**config.mk**
```make
export PLATFORM = sky130hd
export DESIGN_NAME = spike_pattern_decoder
export DESIGN_NICKNAME = d
export VERILOG_FILES = /design/src/rtl/spike_pattern_decoder.sv
export SDC_FILE = /design/constraint.sdc
export NUM_CORES = 1
export LEC_CHECK = 0
export ABC_CLOCK_PERIOD_IN_PS = 3600
export BUFFER_PORTS_ARGS = -buffer_cell sky130_fd_sc_hd__buf_4
export CAP_MARGIN = 20
export CORE_MARGIN = 5
export CORE_UTILIZATION = 52
export CTS_BUF_LIST = sky130_fd_sc_hd__clkbuf_8
export DETAILED_ROUTE_END_ITERATION = 10
export GPL_ROUTABILITY_DRIVEN = 0
export MAX_ROUTING_LAYER = met4
export PLACE_DENSITY = 0.79
export SKIP_LAST_GASP = 1
export SYNTH_ARGS = -nofsm -noshare
export SYNTH_HDL_FRONTEND = slang
export SYNTH_SLANG_ARGS = --single-unit
```
**constraint.sdc**
```tcl
create_clock -name clk -period 3.6 [get_ports clk]
set_input_delay 0.36 -clock clk [delete_from_list [all_inputs] [get_ports clk]]
set_output_delay 0.36 -clock clk [all_outputs]
set_load 0.005 [all_outputs]
```
**src/rtl/spike_pattern_decoder.sv**
```systemverilog
// spike_pattern_decoder
// Rate decoder for the Hopfield network spike output. Each neuron's spikes are
// counted over a window of WINDOW frames. Every count is then compared against
// THRESH to produce the recalled pattern (neurons 0..P-1) and a count of active
// neurons (all N). The result is offered on a valid/ready handshake.
//
// Optional build macro:
//   DECODER_HYST_EN - a pattern bit that was 1 in the previous decision stays 1
//                     while its count is still at or above THRESH_LO. This
//                     suppresses flicker on marginal recall. active_count
//                     always uses THRESH.
module spike_pattern_decoder #(
  parameter int N         = 7,
  parameter int P         = 4,
  parameter int WINDOW    = 16,
  parameter int CNT_W     = 5,
  parameter int THRESH    = 4,
  parameter int THRESH_LO = 2
) (
  input  logic         clk,
  input  logic         reset,
  input  logic         enable,
  input  logic [N-1:0] spikes_in,
  input  logic         frame_valid,
  output logic [P-1:0] pattern_out,
  output logic [2:0]   active_count,
  output logic         pattern_valid,
  input  logic         pattern_ready,
  output logic         overrun
);

  // Frame counter is wide enough to hold WINDOW itself.
  localparam int FC_W = $clog2(WINDOW + 1);
  localparam logic [CNT_W-1:0] CNT_MAX = {CNT_W{1'b1}};
  localparam logic [CNT_W-1:0] THR_HI  = CNT_W'(THRESH);
  localparam logic [FC_W-1:0]  FC_LAST = FC_W'(WINDOW - 1);
`ifdef DECODER_HYST_EN
  localparam logic [CNT_W-1:0] THR_LO  = CNT_W'(THRESH_LO);
`endif

  // Reject parameter sets the decoder cannot honour.
  generate
    if ((WINDOW < 2) || (WINDOW > 255)) begin : g_bad_window
      $error("spike_pattern_decoder: WINDOW must be in 2..255");
    end
    if (P > N) begin : g_bad_p
      $error("spike_pattern_decoder: P must not exceed N");
    end
    if (N > 7) begin : g_bad_n
      $error("spike_pattern_decoder: active_count is 3 bits, N must be <= 7");
    end
    if ((THRESH_LO > THRESH) || (THRESH > ((1 << CNT_W) - 1))) begin : g_bad_thresh
      $error("spike_pattern_decoder: need THRESH_LO <= THRESH <= 2^CNT_W-1");
    end
  endgenerate

  typedef enum logic [1:0] {
    ST_IDLE   = 2'd0,
    ST_ACCUM  = 2'd1,
    ST_DECIDE = 2'd2,
    ST_HOLD   = 2'd3
  } state_t;

  state_t           state_r;
  logic [CNT_W-1:0] cnt_r     [N];
  logic [CNT_W-1:0] cnt_inc_s [N];
  logic [FC_W-1:0]  frame_cnt_r;
  logic [N-1:0]     hi_s;
  logic [P-1:0]     pat_dec_s;
  logic [2:0]       active_s;

  // Saturating increment of one spike counter.
  function automatic logic [CNT_W-1:0] sat_inc(input logic [CNT_W-1:0] c,
                                               input logic             s);
    if (s && (c != CNT_MAX)) begin
      return c + CNT_W'(1);
    end else begin
      return c;
    end
  endfunction

  // Number of set bits in the per-neuron threshold vector.
  function automatic logic [2:0] popcount(input logic [N-1:0] v);
    logic [2:0] acc;
    acc = 3'd0;
    for (int i = 0; i < N; i++) begin
      acc = acc + {2'b00, v[i]};
    end
    return acc;
  endfunction

  // Next counter values and threshold decisions from the current counts.
  always_comb begin
    pat_dec_s = {P{1'b0}};
    for (int i = 0; i < N; i++) begin
      cnt_inc_s[i] = sat_inc(cnt_r[i], spikes_in[i]);
      hi_s[i]      = (cnt_r[i] >= THR_HI);
    end
    for (int i = 0; i < P; i++) begin
`ifdef DECODER_HYST_EN
      pat_dec_s[i] = hi_s[i] | (pattern_out[i] & (cnt_r[i] >= THR_LO));
`else
      pat_dec_s[i] = hi_s[i];
`endif
    end
    active_s = popcount(hi_s);
  end

  // Control FSM, counters and registered outputs.
  always_ff @(posedge clk) begin
    if (reset) begin
      state_r       <= ST_IDLE;
      frame_cnt_r   <= {FC_W{1'b0}};
      for (int i = 0; i < N; i++) begin
        cnt_r[i] <= {CNT_W{1'b0}};
      end
      pattern_out   <= {P{1'b0}};
      active_count  <= 3'd0;
      pattern_valid <= 1'b0;
      overrun       <= 1'b0;
    end else begin
      case (state_r)
        ST_IDLE: begin
          // Counters stay cleared; frames are ignored while idle.
          frame_cnt_r <= {FC_W{1'b0}};
          for (int i = 0; i < N; i++) begin
            cnt_r[i] <= {CNT_W{1'b0}};
          end
          if (enable) begin
            state_r <= ST_ACCUM;
          end else begin
            state_r <= ST_IDLE;
          end
        end

        ST_ACCUM: begin
          if (!enable) begin
            // Abort wins over a coincident frame: that frame is not counted.
            state_r     <= ST_IDLE;
            frame_cnt_r <= {FC_W{1'b0}};
            for (int i = 0; i < N; i++) begin
              cnt_r[i] <= {CNT_W{1'b0}};
            end
          end else if (frame_valid) begin
            for (int i = 0; i < N; i++) begin
              cnt_r[i] <= cnt_inc_s[i];
            end
            frame_cnt_r <= frame_cnt_r + FC_W'(1);
            if (frame_cnt_r == FC_LAST) begin
              state_r <= ST_DECIDE;
            end else begin
              state_r <= ST_ACCUM;
            end
          end else begin
            state_r <= ST_ACCUM;
          end
        end

        ST_DECIDE: begin
          pattern_out   <= pat_dec_s;
          active_count  <= active_s;
          pattern_valid <= 1'b1;
          frame_cnt_r   <= {FC_W{1'b0}};
          for (int i = 0; i < N; i++) begin
            cnt_r[i] <= {CNT_W{1'b0}};
          end
          if (frame_valid) begin
            overrun <= 1'b1;
          end else begin
            overrun <= overrun;
          end
          state_r <= ST_HOLD;
        end

        ST_HOLD: begin
          // Result is frozen until accepted; enable only matters afterwards.
          if (frame_valid) begin
            overrun <= 1'b1;
          end else begin
            overrun <= overrun;
          end
          if (pattern_ready) begin
            pattern_valid <= 1'b0;
            if (enable) begin
              state_r <= ST_ACCUM;
            end else begin
              state_r <= ST_IDLE;
            end
          end else begin
            state_r <= ST_HOLD;
          end
        end

        default: begin
          state_r       <= ST_IDLE;
          frame_cnt_r   <= {FC_W{1'b0}};
          for (int i = 0; i < N; i++) begin
            cnt_r[i] <= {CNT_W{1'b0}};
          end
          pattern_valid <= 1'b0;
        end
      endcase
    end
  end

endmodule

```
==> impl_metrics.yaml <==
status:
  outcome: "completed"
setup_path:
  worst_setup_path_end_kind: "register"
  cp_slowest_cell: "fa_1"
  cp.required_ns: 3.80
  start_kind: "register"
  worstSetupPathType: "reg -> reg"
  cp_data_arrival_time_ns: 3.27
  cp_cell_sequence: "nor3_1, fa_1, fa_1, inv_1, fa_1, fa_1, mux2i_1, nor2_1"
  crit_top_cell: "fa_1"
  cp_max_fo: 3
  cpPeakStageDelay_ns: 0.54
finish:
  fin_nets: 295
  regArea_um2: 1371
  fill_cells: 436
  design_area_um2: 2929
  drive_gt1_share_pct: 11.67
  antenna_cells: 0
  syn_to_final_growth_pct: 10.42
  stdcell_count: 327
  multi_input_comb_area_um2: 1164
  final_common_cell: "edfxtp_1"
  layout_common_cells: "35 x edfxtp_1, 32 x nor2_1, 23 x ha_1, 22 x and3_1, 21 x buf_4"
  final_util_pct: 58.09
timing:
  hold_ws_ns: 0.3267
  period_needed_ns: 3.067
  fin_setup_tns_ns: 0
  period_share_pct: 85.20
  relSlewSlack_pct: 65.04
  finalSetupViolations: 0
  fmax_mhz: 326.0
  worst_pin_slew_ns: 0.5245
  hold_violations: 0
  setup_ws_ns: 0.5329
  fin_skew_ns: 0.01283
  grt_setup_unrepaired: "false"
  finalMaxSlewViolations: 0
grt:
  antenna_found_initial: 0
  grt_pass1_vias: 1745
  grt_max_degree: 23
  grt-ovfl-total: 0
  grt_pass1_wl_um: 8079
  grtUsageTotal_pct: 16.90
floorplan:
  fp.dieW_um: 81.42
  die_y_um: 81.42
  start_util_pct: 52.61
  dieArea_um2: 6629
  io_pins: 21
  num_rows: 26
  design.core.area_um2: 5042
logic_synthesis:
  synth_seq_cells: 51
  syn_avg_cell_area_um2: 11.15
  ys_warn_count: 0
  yosysSeqAreaShare_pct: 51.70
  syn_area_um2: 2653
  yosys.cell_types.count: 38
  netlist_instances: 238
  synth_nets: 277
placement:
  hpwl_um: 3388
  placed_cell_area_um2: 2848
  placedCellCount: 319
  io_buffers: 20
  preCtsSetupSlack_ns: 0.5026
pwr:
  p_leak_nw: 1.308
  p_total_mw: 1.021
  vdd_ir_drop_max_mv: 0.2802
  power.density_nw_per_um2: 348.4
clocking:
  clkLatencyLatePin_ns: 0.31
  clock_sinks: 51
  clkTransAtPathRegs_ns: 0.09
  postCtsHoldBufs: 0
  cts_setup_buffers: 0
  cts-root-buf: "clkbuf_8"
  cts_tree: "built"
  clk_path_buf_depth: 2
  cts_buffers: 5
  cts_resized: 0
  htree_levels: 2
worst_hold_path:
  min_path_type: "in -> reg"
drt:
  vias: 1728
  drcViolationCount: 0
  highest_layer: "met4"
  ant_nets: 0
  first_pass_iters: 4
  routed-wl-met2_um: 2375
  vias_per_cell: 5.284
  drt_iter0_markers: 106
  wl_met3_um: 148
  detail_route.wirelength_um: 4759
  wl_per_cell_um: 14.55
  wl_met1_um: 2126
job:
  cap_violations: 0
==> cell type report <==
cell class                 count  share of cell area (%)
sequential                    51                   46.82
multi-input combinational    159                   39.73
timing repair buffer          21                   5.382
tap                           70                   2.990
clock buffer                   5                   2.349
inverter                      18                   2.307
clock inverter                 3                  0.4272
==> kinds of logic after synthesis <==
kind of cell	synth area share, %
muxes	1.509
adders and majority gates	13.87
buffers and inverters	4.669
and+or+nand+nor	17.78
xor gates and xnor gates	4.623
AOI/OAI and AO/OA	5.849
DFF	51.70
==> synthesized netlist by cell type <==
| cell type | count | share of area [%] |
|---|---|---|
| or3_1 | 2 | 0.47 |
| a31oi_1 | 2 | 0.47 |
| a41oi_1 | 1 | 0.33 |
| a211oi_1 | 3 | 0.85 |
| nor2_1 | 32 | 4.5 |
| ha_1 | 23 | 11 |
| nand3b_1 | 1 | 0.28 |
| o21a_1 | 1 | 0.28 |
| mux2i_1 | 4 | 1.5 |
| and3_1 | 22 | 5.2 |
| clkbuf_1 | 2 | 0.28 |
| o22ai_1 | 1 | 0.24 |
| a22o_1 | 1 | 0.33 |
| o211ai_1 | 1 | 0.28 |
| nand2_1 | 2 | 0.28 |
| nor2b_1 | 1 | 0.24 |
| buf_4 | 1 | 0.28 |
| and2_4 | 1 | 0.33 |
| and2b_1 | 2 | 0.57 |
| fa_1 | 4 | 3.0 |
| a21oi_1 | 11 | 2.1 |
| o21ai_0 | 2 | 0.38 |
| inv_1 | 18 | 2.5 |
| buf_6 | 1 | 0.42 |
| nor3_1 | 6 | 1.1 |
| a21boi_0 | 1 | 0.28 |
| clkbuf_2 | 1 | 0.19 |
| buf_2 | 5 | 0.94 |
| and4b_1 | 2 | 0.75 |
| xnor2_1 | 7 | 2.3 |
| nand2b_1 | 8 | 1.9 |
| dfxtp_1 | 16 | 12 |
| nand2_2 | 1 | 0.24 |
| nand3_1 | 8 | 1.5 |
| nor4bb_1 | 1 | 0.38 |
| a311oi_1 | 1 | 0.33 |
| xor2_1 | 7 | 2.3 |
| edfxtp_1 | 35 | 40 |
==> registers in the layout, indices dropped and copies added (netlist names) <==
register and count:
pattern_out 4, frame_cnt_r 5, active_count 3, state_r 2, overrun 1, pattern_valid 1, cnt_r 35
==> worst max-delay path, delay by kind of cell (launching register included) <==
kind,cells,cell delay [ns]
buf+inv,1,0.06
fa+ha+maj,4,1.90
flops,1,0.44
simple gates,2,0.43
mux,1,0.14
==> final timing paths <==
| check | start | end | slack, ns | cells after the start |
|---|---|---|---|---|
| worst max-delay path | cnt_r[3][3]$_SDFFCE_PP0P_ | active_count[1]$_SDFFE_PP0P_ | 0.53 | 8 |
| worst min-delay path | frame_valid | overrun$_SDFFE_PP0P_ | 0.33 | 3 |
| worst max register to register | cnt_r[3][3]$_SDFFCE_PP0P_ | active_count[1]$_SDFFE_PP0P_ | 0.53 | 8 |
| worst min register to register | overrun$_SDFFE_PP0P_ | overrun$_SDFFE_PP0P_ | 0.48 | 2 |
==> layer usage <==
metal | vias up | global-route usage (%)
li1 | 856 | -
met1 | 833 | 20.04
met2 | 30 | 28.18
met3 | 9 | 2.741
met4 | 0 | 7.939
met5 | - | -
==> power by group <==
group | internal [mW] | switching (mW)
combinational | 0.0269 | 0.0368
sequential | 0.634 | 0.0116
clock | 0.131 | 0.180
No activity file was read; power rests on OpenSTA's default activity.
